$ cat src/rtl/symbol_generator.sv
// ---------------------------------------------------------------------------
// symbol_generator
//
// Purpose: paces the game by presenting pseudo-random 3-bit symbols at a
// programmable period. A 32-bit divider sets the emission period. A 16-bit
// Galois LFSR supplies the symbols. A small FSM tracks the following:
//   - whether a symbol is still waiting for the consumer;
//   - how many symbols have been emitted this level;
//   - when the level is complete.
//
// Ports:
//   Clk100M    in   1  100 MHz clock, all registers update on rising edge
//   rstN       in   1  synchronous active-low reset
//   enable     in   1  game running; low drops back to IDLE
//   symGenMax  in  32  requested emission period in clocks
//   newLevel   in   1  one-cycle pulse, restarts the level
//   symAck     in   1  consumer accepts the presented symbol
//   symbol     out  3  presented symbol code
//   symValid   out  1  symbol valid and awaiting acknowledge
//   symCount   out  8  symbols emitted in the current level
//   levelDone  out  1  one-cycle pulse, drives the level controller's incLevel
//   overrun    out  1  one-cycle pulse, period expired with a symbol unacked
// ---------------------------------------------------------------------------
module symbol_generator #(
  parameter logic [15:0] LFSR_SEED      = 16'hACE1,
  parameter logic [7:0]  SYMS_PER_LEVEL = 8'd10,
  parameter logic [31:0] MIN_PERIOD     = 32'd1000
) (
  input  logic        Clk100M,
  input  logic        rstN,
  input  logic        enable,
  input  logic [31:0] symGenMax,
  input  logic        newLevel,
  input  logic        symAck,
  output logic [2:0]  symbol,
  output logic        symValid,
  output logic [7:0]  symCount,
  output logic        levelDone,
  output logic        overrun
);

  typedef enum logic [1:0] {
    IDLE    = 2'd0,
    RUN     = 2'd1,
    PEND    = 2'd2,
    WAITLVL = 2'd3
  } state_t;

  state_t      state_q, state_d;
  logic [31:0] divCnt_q, divCnt_d;
  logic [31:0] period_q, period_d;
  logic [15:0] lfsr_q, lfsr_d;
  logic [2:0]  symbol_q, symbol_d;
  logic        symValid_q, symValid_d;
  logic [7:0]  symCount_q, symCount_d;
  logic        levelDone_q, levelDone_d;
  logic        overrun_q, overrun_d;

  logic [31:0] clampedPeriod;
  logic        expiry;
  logic [15:0] lfsrNext;
  logic        atLimit;

  // Requests faster than MIN_PERIOD are clamped so the player always gets
  // at least MIN_PERIOD clocks per symbol.
  assign clampedPeriod = (symGenMax < MIN_PERIOD) ? MIN_PERIOD : symGenMax;

  // The divider expires on its last count. period_q is never below
  // MIN_PERIOD, so period_q - 1 does not underflow.
  assign expiry = (divCnt_q == (period_q - 32'd1));

  // Right-shifting Galois LFSR. The taps are applied when a 1 falls out of
  // the bottom bit.
  assign lfsrNext = lfsr_q[0] ? ((lfsr_q >> 1) ^ 16'hB400) : (lfsr_q >> 1);

  assign atLimit = (symCount_q >= SYMS_PER_LEVEL);

  // Next-state logic. The divider runs only in RUN and PEND. It reloads the
  // period on every wrap, so a symGenMax change only affects the next
  // interval. newLevel is checked before anything else, so it wins over
  // expiry and symAck in the same cycle.
  always_comb begin
    state_d     = state_q;
    divCnt_d    = divCnt_q;
    period_d    = period_q;
    lfsr_d      = lfsr_q;
    symbol_d    = symbol_q;
    symValid_d  = symValid_q;
    symCount_d  = symCount_q;
    levelDone_d = 1'b0;
    overrun_d   = 1'b0;

    if (newLevel) begin
      symCount_d = 8'd0;
      divCnt_d   = 32'd0;
      symValid_d = 1'b0;
      period_d   = clampedPeriod;
      state_d    = enable ? RUN : IDLE;
    end else begin
      case (state_q)
        IDLE: begin
          symValid_d = 1'b0;
          divCnt_d   = 32'd0;
          if (enable) begin
            period_d = clampedPeriod;
            state_d  = RUN;
          end
        end

        RUN: begin
          if (!enable) begin
            symValid_d = 1'b0;
            divCnt_d   = 32'd0;
            state_d    = IDLE;
          end else if (expiry) begin
            divCnt_d = 32'd0;
            period_d = clampedPeriod;
            if (atLimit) begin
              // The level's last symbol was abandoned by an enable drop
              // before its ack. Close the level here so the count stays
              // capped and the level controller still hears about it.
              levelDone_d = 1'b1;
              state_d     = WAITLVL;
            end else begin
              lfsr_d     = lfsrNext;
              symbol_d   = lfsrNext[2:0];
              symValid_d = 1'b1;
              symCount_d = symCount_q + 8'd1;
              state_d    = PEND;
            end
          end else begin
            divCnt_d = divCnt_q + 32'd1;
          end
        end

        PEND: begin
          if (!enable) begin
            symValid_d = 1'b0;
            divCnt_d   = 32'd0;
            state_d    = IDLE;
          end else begin
            if (expiry) begin
              divCnt_d = 32'd0;
              period_d = clampedPeriod;
            end else begin
              divCnt_d = divCnt_q + 32'd1;
            end

            if (symAck) begin
              if (atLimit) begin
                levelDone_d = 1'b1;
                symValid_d  = 1'b0;
                divCnt_d    = 32'd0;
                state_d     = WAITLVL;
              end else if (expiry) begin
                // The ack retires the old symbol while the expiry presents
                // the next one on the same edge. symValid stays high.
                lfsr_d     = lfsrNext;
                symbol_d   = lfsrNext[2:0];
                symValid_d = 1'b1;
                symCount_d = symCount_q + 8'd1;
              end else begin
                symValid_d = 1'b0;
                state_d    = RUN;
              end
            end else if (expiry) begin
              overrun_d = 1'b1;
            end
          end
        end

        WAITLVL: begin
          symValid_d = 1'b0;
          divCnt_d   = 32'd0;
        end

        default: begin
          state_d = IDLE;
        end
      endcase
    end
  end

  // State and output registers. Reset is synchronous and overrides every
  // other input.
  always_ff @(posedge Clk100M) begin
    if (!rstN) begin
      state_q     <= IDLE;
      divCnt_q    <= 32'd0;
      period_q    <= MIN_PERIOD;
      lfsr_q      <= LFSR_SEED;
      symbol_q    <= 3'd0;
      symValid_q  <= 1'b0;
      symCount_q  <= 8'd0;
      levelDone_q <= 1'b0;
      overrun_q   <= 1'b0;
    end else begin
      state_q     <= state_d;
      divCnt_q    <= divCnt_d;
      period_q    <= period_d;
      lfsr_q      <= lfsr_d;
      symbol_q    <= symbol_d;
      symValid_q  <= symValid_d;
      symCount_q  <= symCount_d;
      levelDone_q <= levelDone_d;
      overrun_q   <= overrun_d;
    end
  end

  assign symbol    = symbol_q;
  assign symValid  = symValid_q;
  assign symCount  = symCount_q;
  assign levelDone = levelDone_q;
  assign overrun   = overrun_q;

endmodule
$ cat config.mk
export PLATFORM = sky130hd
export DESIGN_NAME = symbol_generator
export DESIGN_NICKNAME = d
export VERILOG_FILES = /design/src/rtl/symbol_generator.sv
export SDC_FILE = /design/constraint.sdc
export NUM_CORES = 1
export LEC_CHECK = 0
export ABC_AREA = 1
export BUFFER_PORTS_ARGS = -buffer_cell sky130_fd_sc_hd__buf_4
export CORE_MARGIN = 1.5
export CORE_UTILIZATION = 35
export CTS_CLUSTER_SIZE = 30
export DETAILED_ROUTE_END_ITERATION = 12
export PLACE_DENSITY = 0.49
export SETUP_SLACK_MARGIN = 0.3
export SLEW_MARGIN = 20
export SYNTH_ARGS = -nofsm -noshare
export SYNTH_HDL_FRONTEND = slang
export SYNTH_SLANG_ARGS = --single-unit
$ cat constraint.sdc
create_clock -name Clk100M -period 7.38 [get_ports Clk100M]
set_clock_uncertainty 0.2 [all_clocks]
set_input_delay 0.738 -clock Clk100M [delete_from_list [all_inputs] [get_ports Clk100M]]
set_output_delay 0.738 -clock Clk100M [all_outputs]
set_load 0.02 [all_outputs]
### Word-level counts from Yosys, hierarchy flattened

Index checks and enable logic that the tools add are counted.

| word-level totals | value |
|---|---|
| logic and storage cells | 114 |
| register bits | 96 |

| operators by class | value |
|---|---|
| $lt $le $gt $ge | 2 |
| multiplexer cells | 62 |
| add/sub/neg operators | 3 |
| eq/ne operators | 20 |
| bitwise gates (word level) | 5 |
| reductions and logical operators | 13 |

Operators by type and width:

| operator | number |
|---|---|
| 32-bit two-way mux | 10 |
| 16-bit two-way mux | 8 |
| 32-bit case mux with 3 select lines | 1 |
| 32-bit case mux with 2 select lines | 1 |
| 8-bit two-way mux | 7 |
| 32-bit by 1-bit adder with 32-bit output, second input constant | 1 |
| 32-bit == test | 1 |
| 32-bit by 10-bit < comparator with 1-bit output, second input constant | 1 |
| 16-bit case mux with 2 select lines | 1 |
| 32-bit by 1-bit subtractor with 32-bit output, second input constant | 1 |
| 3-bit two-way mux | 7 |
| 2-bit two-way mux | 8 |
| 8-bit case mux with 2 select lines | 1 |
| 1-bit two-way mux | 14 |
| 2-bit inequality test, second input constant | 7 |
| 3-bit inequality test, second input constant | 4 |
| 9-bit AND reduction | 1 |
| 8-bit by 1-bit adder with 8-bit output, second input constant | 1 |
| 8-bit by 4-bit >= comparator with 1-bit output, second input constant | 1 |
| 4-bit inequality test, second input constant | 2 |
| 8-bit AND reduction | 1 |
| 3-bit by 1-bit inequality test with 1-bit output, second input constant | 2 |
| 2-bit case mux with 3 select lines | 1 |
| 3-bit case mux with 2 select lines | 1 |
| other kinds (16) | 22 |

### Depth between registers and ports, before layout

Gate-level depths: netlist (run 1).

| depth | value |
|---|---|
| word-level depth | 8 |
| mapped depth | 21 |

### Worst setup path after synthesis (run 1)

OpenSTA, ideal clock, no wires.

| timing | value |
|---|---|
| path type | flip-flop to flip-flop |
| start point | register period_q[0] |
| end point | register lfsr_q[10] |
| buffers on the path | 3 |
| cell stages (with the launch flop) | 19 |
| setup slack | 4921 ps |
| data arrival time | 2123 ps |
| data required time | 7044 ps |
| cell sequence | dfxtp_1 inv_1 ha_1 nand2_2 nor2_4 buf_6 nand3_1 nand2_1 nand2_1 nor2_2 nand3_1 nor2_1 nand3_1 o21ai_2 nand2_2 buf_6 buf_6 nand2_1 o211ai_2 |

| on the way | value |
|---|---|
| longest elaborated chain between the ends | 4 |
| elaborated cells on any way between the ends | 5 |
| those cells by class | 1 x add/sub; 3 x eq/ne; 1 x reduce/logical |

Ends and longest elaborated chain:

| what | RTL line | source |
|---|---|---|
| start: declaration | 51 | `logic [31:0] period_q, period_d;` |
| start signal: assignment | 200 | `period_q <= period_d;` |
| 32-bit by 1-bit subtractor with 32-bit output * | 70 | `assign expiry = (divCnt_q == (period_q - 32'd1));` |
| 32-bit == test * | 70 |  |
| 2-bit inequality test (no line) | n/a |  |
| 9-bit AND reduction (no line) * | n/a |  |
| end signal: assignment | 201 | `lfsr_q <= lfsr_d;` |
| end: declaration | 52 | `logic [15:0] lfsr_q, lfsr_d;` |

Every way passes the cells marked *; elsewhere a longest branch is shown, timed or not.
A chain may end at the register's enable or synchronous reset.

### Worst setup path after layout (run 1)

| timing | value |
|---|---|
| start point | register period_q[0] |
| end point | register period_q[0] |

| on the way | value |
|---|---|
| longest elaborated chain between the ends | 4 |

Ends and longest elaborated chain:

| what | RTL line |
|---|---|
| 32-bit by 1-bit subtractor with 32-bit output | 70 |
| 32-bit == test | 70 |
| 3-bit by 1-bit inequality test with 1-bit output (no line) | n/a |
| 4-bit AND reduction (no line) | n/a |

No other way between the ends.

==> results of run 1 <==
cells in the mapped netlist, drive strengths merged:
cell     count
ha           8
nand4       47
nor3        32
o21bai       2
inv        107
a211oi       2
and3         2
nand3b       3
a21oi       40
o211ai       6
xnor2       16
nand3       55
clkinv       1
o2111ai      2
clkbuf      12
o21ai       35
dfxtp       94
nor2       178
nand2      223
buf         17
o22ai        1
a31oi        2
nor4        14
xor2        37
a2111oi      1
and2         4
worst register-to-register path, stage by stage (launching register included):
cell and delay (ps):
dfxtp_1 310, inv_1 130, ha_1 250, nand2_2 160, nor2_4 290, nand2_1 190
nand2_1 90, nand2_1 90, a21oi_1 130, nand3_1 90, nor2_1 150, nand3_1 240
nand2_2 410, nand3_4 480, o21ai_0 340, nor2_1 60
power by group through the flow:
stage	Clock (µW)	Sequential [µW]	Combinational, µW
after floorplan	0	605	398
after global placement	0	627	496
after detailed placement	0	626	492
after CTS	458	615	494
after global routing	482	623	567
final	440	615	492
metrics by stage:
stage | instances | cell area [µm²] | hold WS [ps] | power [µW]
after floorplan | 941 | 6040 | 229 | 1000
after global placement | 1184 | 6520 | 235 | 1120
after detailed placement | 1184 | 6520 | 235 | 1120
after CTS | 1200 | 6800 | 246 | 1570
after global routing | 1200 | 6800 | 264 | 1670
final | 1200 | 6800 | 243 | 1550
worst paths after layout:
kind	start	endpoint	slack, ps	cells past startpoint
worst max-delay path	period_q[0]$_SDFFE_PN0P_	period_q[0]$_SDFFE_PN0P_	3680	15
worst min register to register	symCount[5]$_SDFFE_PP0P_	symCount[5]$_SDFFE_PP0P_	240	2
worst max register to register	period_q[0]$_SDFFE_PN0P_	period_q[0]$_SDFFE_PN0P_	3680	15
worst min-delay path	symCount[5]$_SDFFE_PP0P_	symCount[5]$_SDFFE_PP0P_	240	2
sequential cells by signal, indices dropped and copies added (netlist names):
| name | cells |
|---|---|
| symCount | 8 |
| state_q | 2 |
| levelDone | 1 |
| symValid | 1 |
| period_q | 32 |
| overrun | 1 |
| lfsr_q | 16 |
| divCnt_q | 32 |
| symbol | 1 |
area by class of cell:
class	count	area (µm²)	share of cell area
Sequential cell	94	1880	0.277
Clock inverter	6	43.8	0.00644
Inverter	108	405	0.0596
Clock buffer	10	239	0.0351
Tap cell	220	275	0.0405
Timing Repair Buffer	52	390	0.0574
Multi-Input combinational cell	710	3560	0.524
per-layer routing:
| layer | wire length, µm | up-vias |
|---|---|---|
| met5 | 0 | - |
| met4 | 246 | 0 |
| met3 | 658 | 15 |
| met2 | 7290 | 125 |
| met1 | 8750 | 2593 |
| li1 | - | 3116 |
kinds of logic after synthesis:
family                     after synthesis  share of synthesized area
buffers and inverters                  137                     0.0984
AOI/OAI and AO/OA                       91                     0.0849
xor gates and xnor gates                53                     0.0768
and+or+nand+nor                        558                      0.412
DFF                                     94                      0.312
adders and majority gates                8                     0.0166
==> flow_summary.ini, run 1 <==
[drt]
drt-total-wl_um = 16900
drt_iter0_markers = 291
ant_nets = 0
drt-vias-per-instance = 4.87
detail_route.wl_per_cell_um = 14.1
drc = 0
first_pass_iters = 5
vias = 5849

[timing]
fin_tns_setup_ps = 0
hold_viol = 0
slew_headroom = 0.401
fin_crit_ps = 3700
fmax_ghz = 0.270
maxSlewViolCount = 0
rsz0062_at_grt = no
setup_ws_ps = 3680
tightestPinTransition_ps = 896
layout_worst_path_cycle_share = 0.501
setup_violations = 0

[pwr]
power_density_nw_per_um2 = 228
p_int_uw = 965
pwr-share-seq = 0.397
leakage_uw = 0.00294
swShare = 0.376
p_sw_uw = 583
pwr-share-clk = 0.285
ir_worst_vdd_mv = 0.104
p_comb_frac = 0.318

[final_layout]
final_cell_mix = 216 x nand2_1, 168 x nor2_1, 106 x inv_1
n_antenna_cell = 0
syn_to_final_growth_pct = 12.6
final_common_cell = nand2_1
final_core_util = 0.407
drive_gt1_frac = 0.0959
fin_nets = 1020
final.fill_count = 1859

[clocking]
cts_buffers = 9
cts_sinks = 94
root_buffer = clkbuf_16
h-tree-depth = 3
path_clk_slew_ps = 70
cts_hold_buf = 0
cts_buffer_depth = 2
post_cts_resize_count = 0
cts_tree = built
post-cts-setup-buffers = 0
clock_latency_ps = 340

[synth]
synth_area_leaders = dfxtp_1 31%, nand2_1 13%, nor2_1 10%, inv_1 6.6%, xor2_1 5.4%
syn_inst = 941
synth.avg_cell_area_um2 = 6.42
ys_warn_count = 0
yosysSeqAreaShare = 0.312
synth.top_cell.area_share = 0.312
synth_cell_type_count = 39
syn_area_um2 = 6040
synthDominantAreaCellType = dfxtp_1
syn-num-nets = 986
ys_ff_latch = 94

[placed_design]
port_buffers = 50
dp_slack_ps = 3710
dp_hpwl_um = 13600
routabilityCongestion = 0.887

[setup_path]
critical_path.max_fanout = 42
path_common_cell = nand2_1
cp-end-kind = register
path_buf_inv = 1
critical-path-top-delay-family = simple AND/OR/NAND/NOR gates
worstPathArrival_ps = 3720
start_kind = register
max_stage_delay_ps = 480
path_cells = inv_1 -> ha_1 -> nand2_2 -> nor2_4 -> nand2_1 -> nand2_1 -> nand2_1 -> a21oi_1 -> nand3_1 -> nor2_1 -> nand3_1 -> nand2_2 -> nand3_4 -> o21ai_0 -> nor2_1
worst_path_max_delay_cell = nand3_4
worstSetupPathType = reg -> reg
crit_required_ps = 7400

[floorplanning]
start_util = 0.362
fp.dieH_um = 134
fp.dieW_um = 134
die-area_um2 = 18100
rows = 47
io_pins = 51
core_area_um2 = 16700

[global_routing]
grt_remaining_overflow = 0
antenna_found_initial = 0
gr-usage-met2 = 0.300
grt_pass1_wl_um = 28200
grtUsageMet3 = 0.0242
grt_pass1_vias = 5497
gr-usage-met1 = 0.289
grt.busiest_layer = met2
grt_usage = 0.197
grt_max_degree = 43

[outcome]
status = finished, final reports clean

[flow_run]
drv_cap = 0

[worst_hold_path]
hp-class = reg -> reg
Note: power is estimated with default switching activity, not from simulation.
==> run 2: changes to the inputs <==
==> constraint.sdc (replaced) <==
create_clock -name Clk100M -period 3.5 [get_ports Clk100M]
set_clock_uncertainty 0.2 [all_clocks]
set_input_delay 0.35 -clock Clk100M [delete_from_list [all_inputs] [get_ports Clk100M]]
set_output_delay 0.35 -clock Clk100M [all_outputs]
set_load 0.02 [all_outputs]
==> run 2 against run 1 <==
  * Power grew 120%
  * Cell count grew 1.7%
  * Hold slack lost 190 ps
  * Worst setup slack lost 3100 ps
  * Critical endpoint is now state_q[0]$_SDFFE_PN0P_
  * Largest power group unchanged
==> flow_summary.ini, run 2 (synthesis gave the netlist of run 1 again) <==
[outcome]
status = finished, final reports clean

[setup_path]
worstSetupPathType = reg -> reg
rrSetupSlack_ps = 560
path_cells = nor2_4 -> and2_1 -> nand2_1 -> nor2_1 -> nand3_1 -> nand2_1 -> nand3_1 -> nor2_1 -> nand3_1 -> nor2_2 -> nand4_1 -> nand3_1 -> nand2_1 -> nand2_1 -> nor2_1
crit_required_ps = 3550
path_buf_inv = 0
max_stage_delay_ps = 400
critical_path.max_fanout = 7
critical-path-top-delay-family = simple AND/OR/NAND/NOR gates
cp-end-kind = register
worstPathArrival_ps = 2980
worst_path_max_delay_cell = dfxtp_1
start_kind = register

[floorplanning]
rows = 47
start_util = 0.362
fp.dieW_um = 134
io_pins = 51
fp.dieH_um = 134
die-area_um2 = 18100
core_area_um2 = 16700

[pwr]
leakage_uw = 0.00305
power_density_nw_per_um2 = 480
ir_worst_vdd_mv = 0.243

[clocking]
cts_buffer_depth = 2
cts_sinks = 94
cts_buffers = 9
h-tree-depth = 3
cts_tree = built
path_clk_slew_ps = 70
root_buffer = clkbuf_16
clock_latency_ps = 350

[timing]
fin_crit_ps = 2940
tightestPinTransition_ps = 548
slew_headroom = 0.625
layout_worst_path_cycle_share = 0.839
setup_violations = 0
maxSlewViolCount = 0
fin_tns_setup_ps = 0
fmax_ghz = 0.341
hold_viol = 0
rsz0062_at_grt = no

[final_layout]
n_antenna_cell = 0
final_common_cell = nand2_1
final.fill_count = 1842
final_cell_mix = 216 x nand2_1, 166 x nor2_1, 105 x inv_1
syn_to_final_growth_pct = 16.4
regArea_um2 = 1880
multiInputGateArea_um2 = 3610
fin_nets = 1040
reg_top3 = divCnt_q: 32 flops, period_q: 32 flops, lfsr_q: 16 flops
drive_gt1_frac = 0.123
instances_no_fill = 1220
final_area_um2 = 7030

[drt]
first_pass_iters = 6
drt_iter0_markers = 269
detail_route.wl_per_cell_um = 14.4
drt-total-wl_um = 17600
ant_nets = 0
drt-vias-per-instance = 4.93
drc = 0
vias = 6017

[flow_run]
drv_cap = 0

[global_routing]
antenna_found_initial = 0
grt_pass1_wl_um = 28700
grt_max_degree = 34
grt_remaining_overflow = 0
grt_pass1_vias = 5613
grt_usage = 0.201

[placed_design]
placed_area_um2 = 6590
routabilityCongestion = 0.923
placed_cells = 1194
dp_hpwl_um = 13900
port_buffers = 50

[worst_hold_path]
hp-class = in -> reg
## run 2: what timing repair did
item | 4_1_cts | 5_1_grt
hold buffers | 0 | 0
resized for setup | 0 | 12
setup buffers | 1 | 9
pin swaps | 1 | 2
endpoints found under the setup margin | 4 | 66
## run 2: layout make-up
cell class                      instances  area share
Clock buffer                           10      0.0340
Sequential cell                        94       0.268
Timing Repair Buffer                   72      0.0787
Clock inverter                          6     0.00890
Tap cell                              220      0.0392
Inverter                              108      0.0580
Multi-Input combinational cell        710       0.514
## run 2: worst paths after layout
check / start / cells past startpoint / end
setup / recovery: period_q[8]$_SDFFE_PN1P_ / 15 / state_q[0]$_SDFFE_PN0P_
setup reg to reg: period_q[8]$_SDFFE_PN1P_ / 15 / state_q[0]$_SDFFE_PN0P_
hold / removal: symGenMax[9] / 3 / period_q[9]$_SDFFE_PN1P_
hold reg to reg: symCount[5]$_SDFFE_PP0P_ / 2 / symCount[5]$_SDFFE_PP0P_
## run 2: tightest hold or removal path, delay by kind of cell
family / cells / cell delay (ps)
compound gates: 1 / 100
simple gates: 1 / 30
buf+inv: 1 / 80
## run 2: per-layer routing
| metal | up-vias | share of wire | global-route usage |
|---|---|---|---|
| met5 | - | 0 | 0 |
| met3 | 12 | 0.042 | 0.0333 |
| met2 | 133 | 0.45 | 0.321 |
| met1 | 2716 | 0.50 | 0.283 |
| li1 | 3156 | - | - |
| met4 | 0 | 0.011 | 0.0478 |
## run 2: per-stage QoR
stage               power (µW)  utilization  hold slack (ps)  setup WS, ps
floorplan                 2110            -              229          1040
global placement          2390        0.395              237           329
detailed placement        2380        0.395              239           299
CTS                       3390        0.413             35.1           354
global route              3630        0.421             70.4           306
finish                    3380        0.421             50.7           565
## run 2: where the power goes
| part | internal [µW] | total [µW] | switching [µW] |
|---|---|---|---|
| registers | 1170 | 1290 | 114 |
| logic | 396 | 1100 | 705 |
| clock network | 521 | 987 | 467 |
| total | 2090 | 3380 | 1290 |
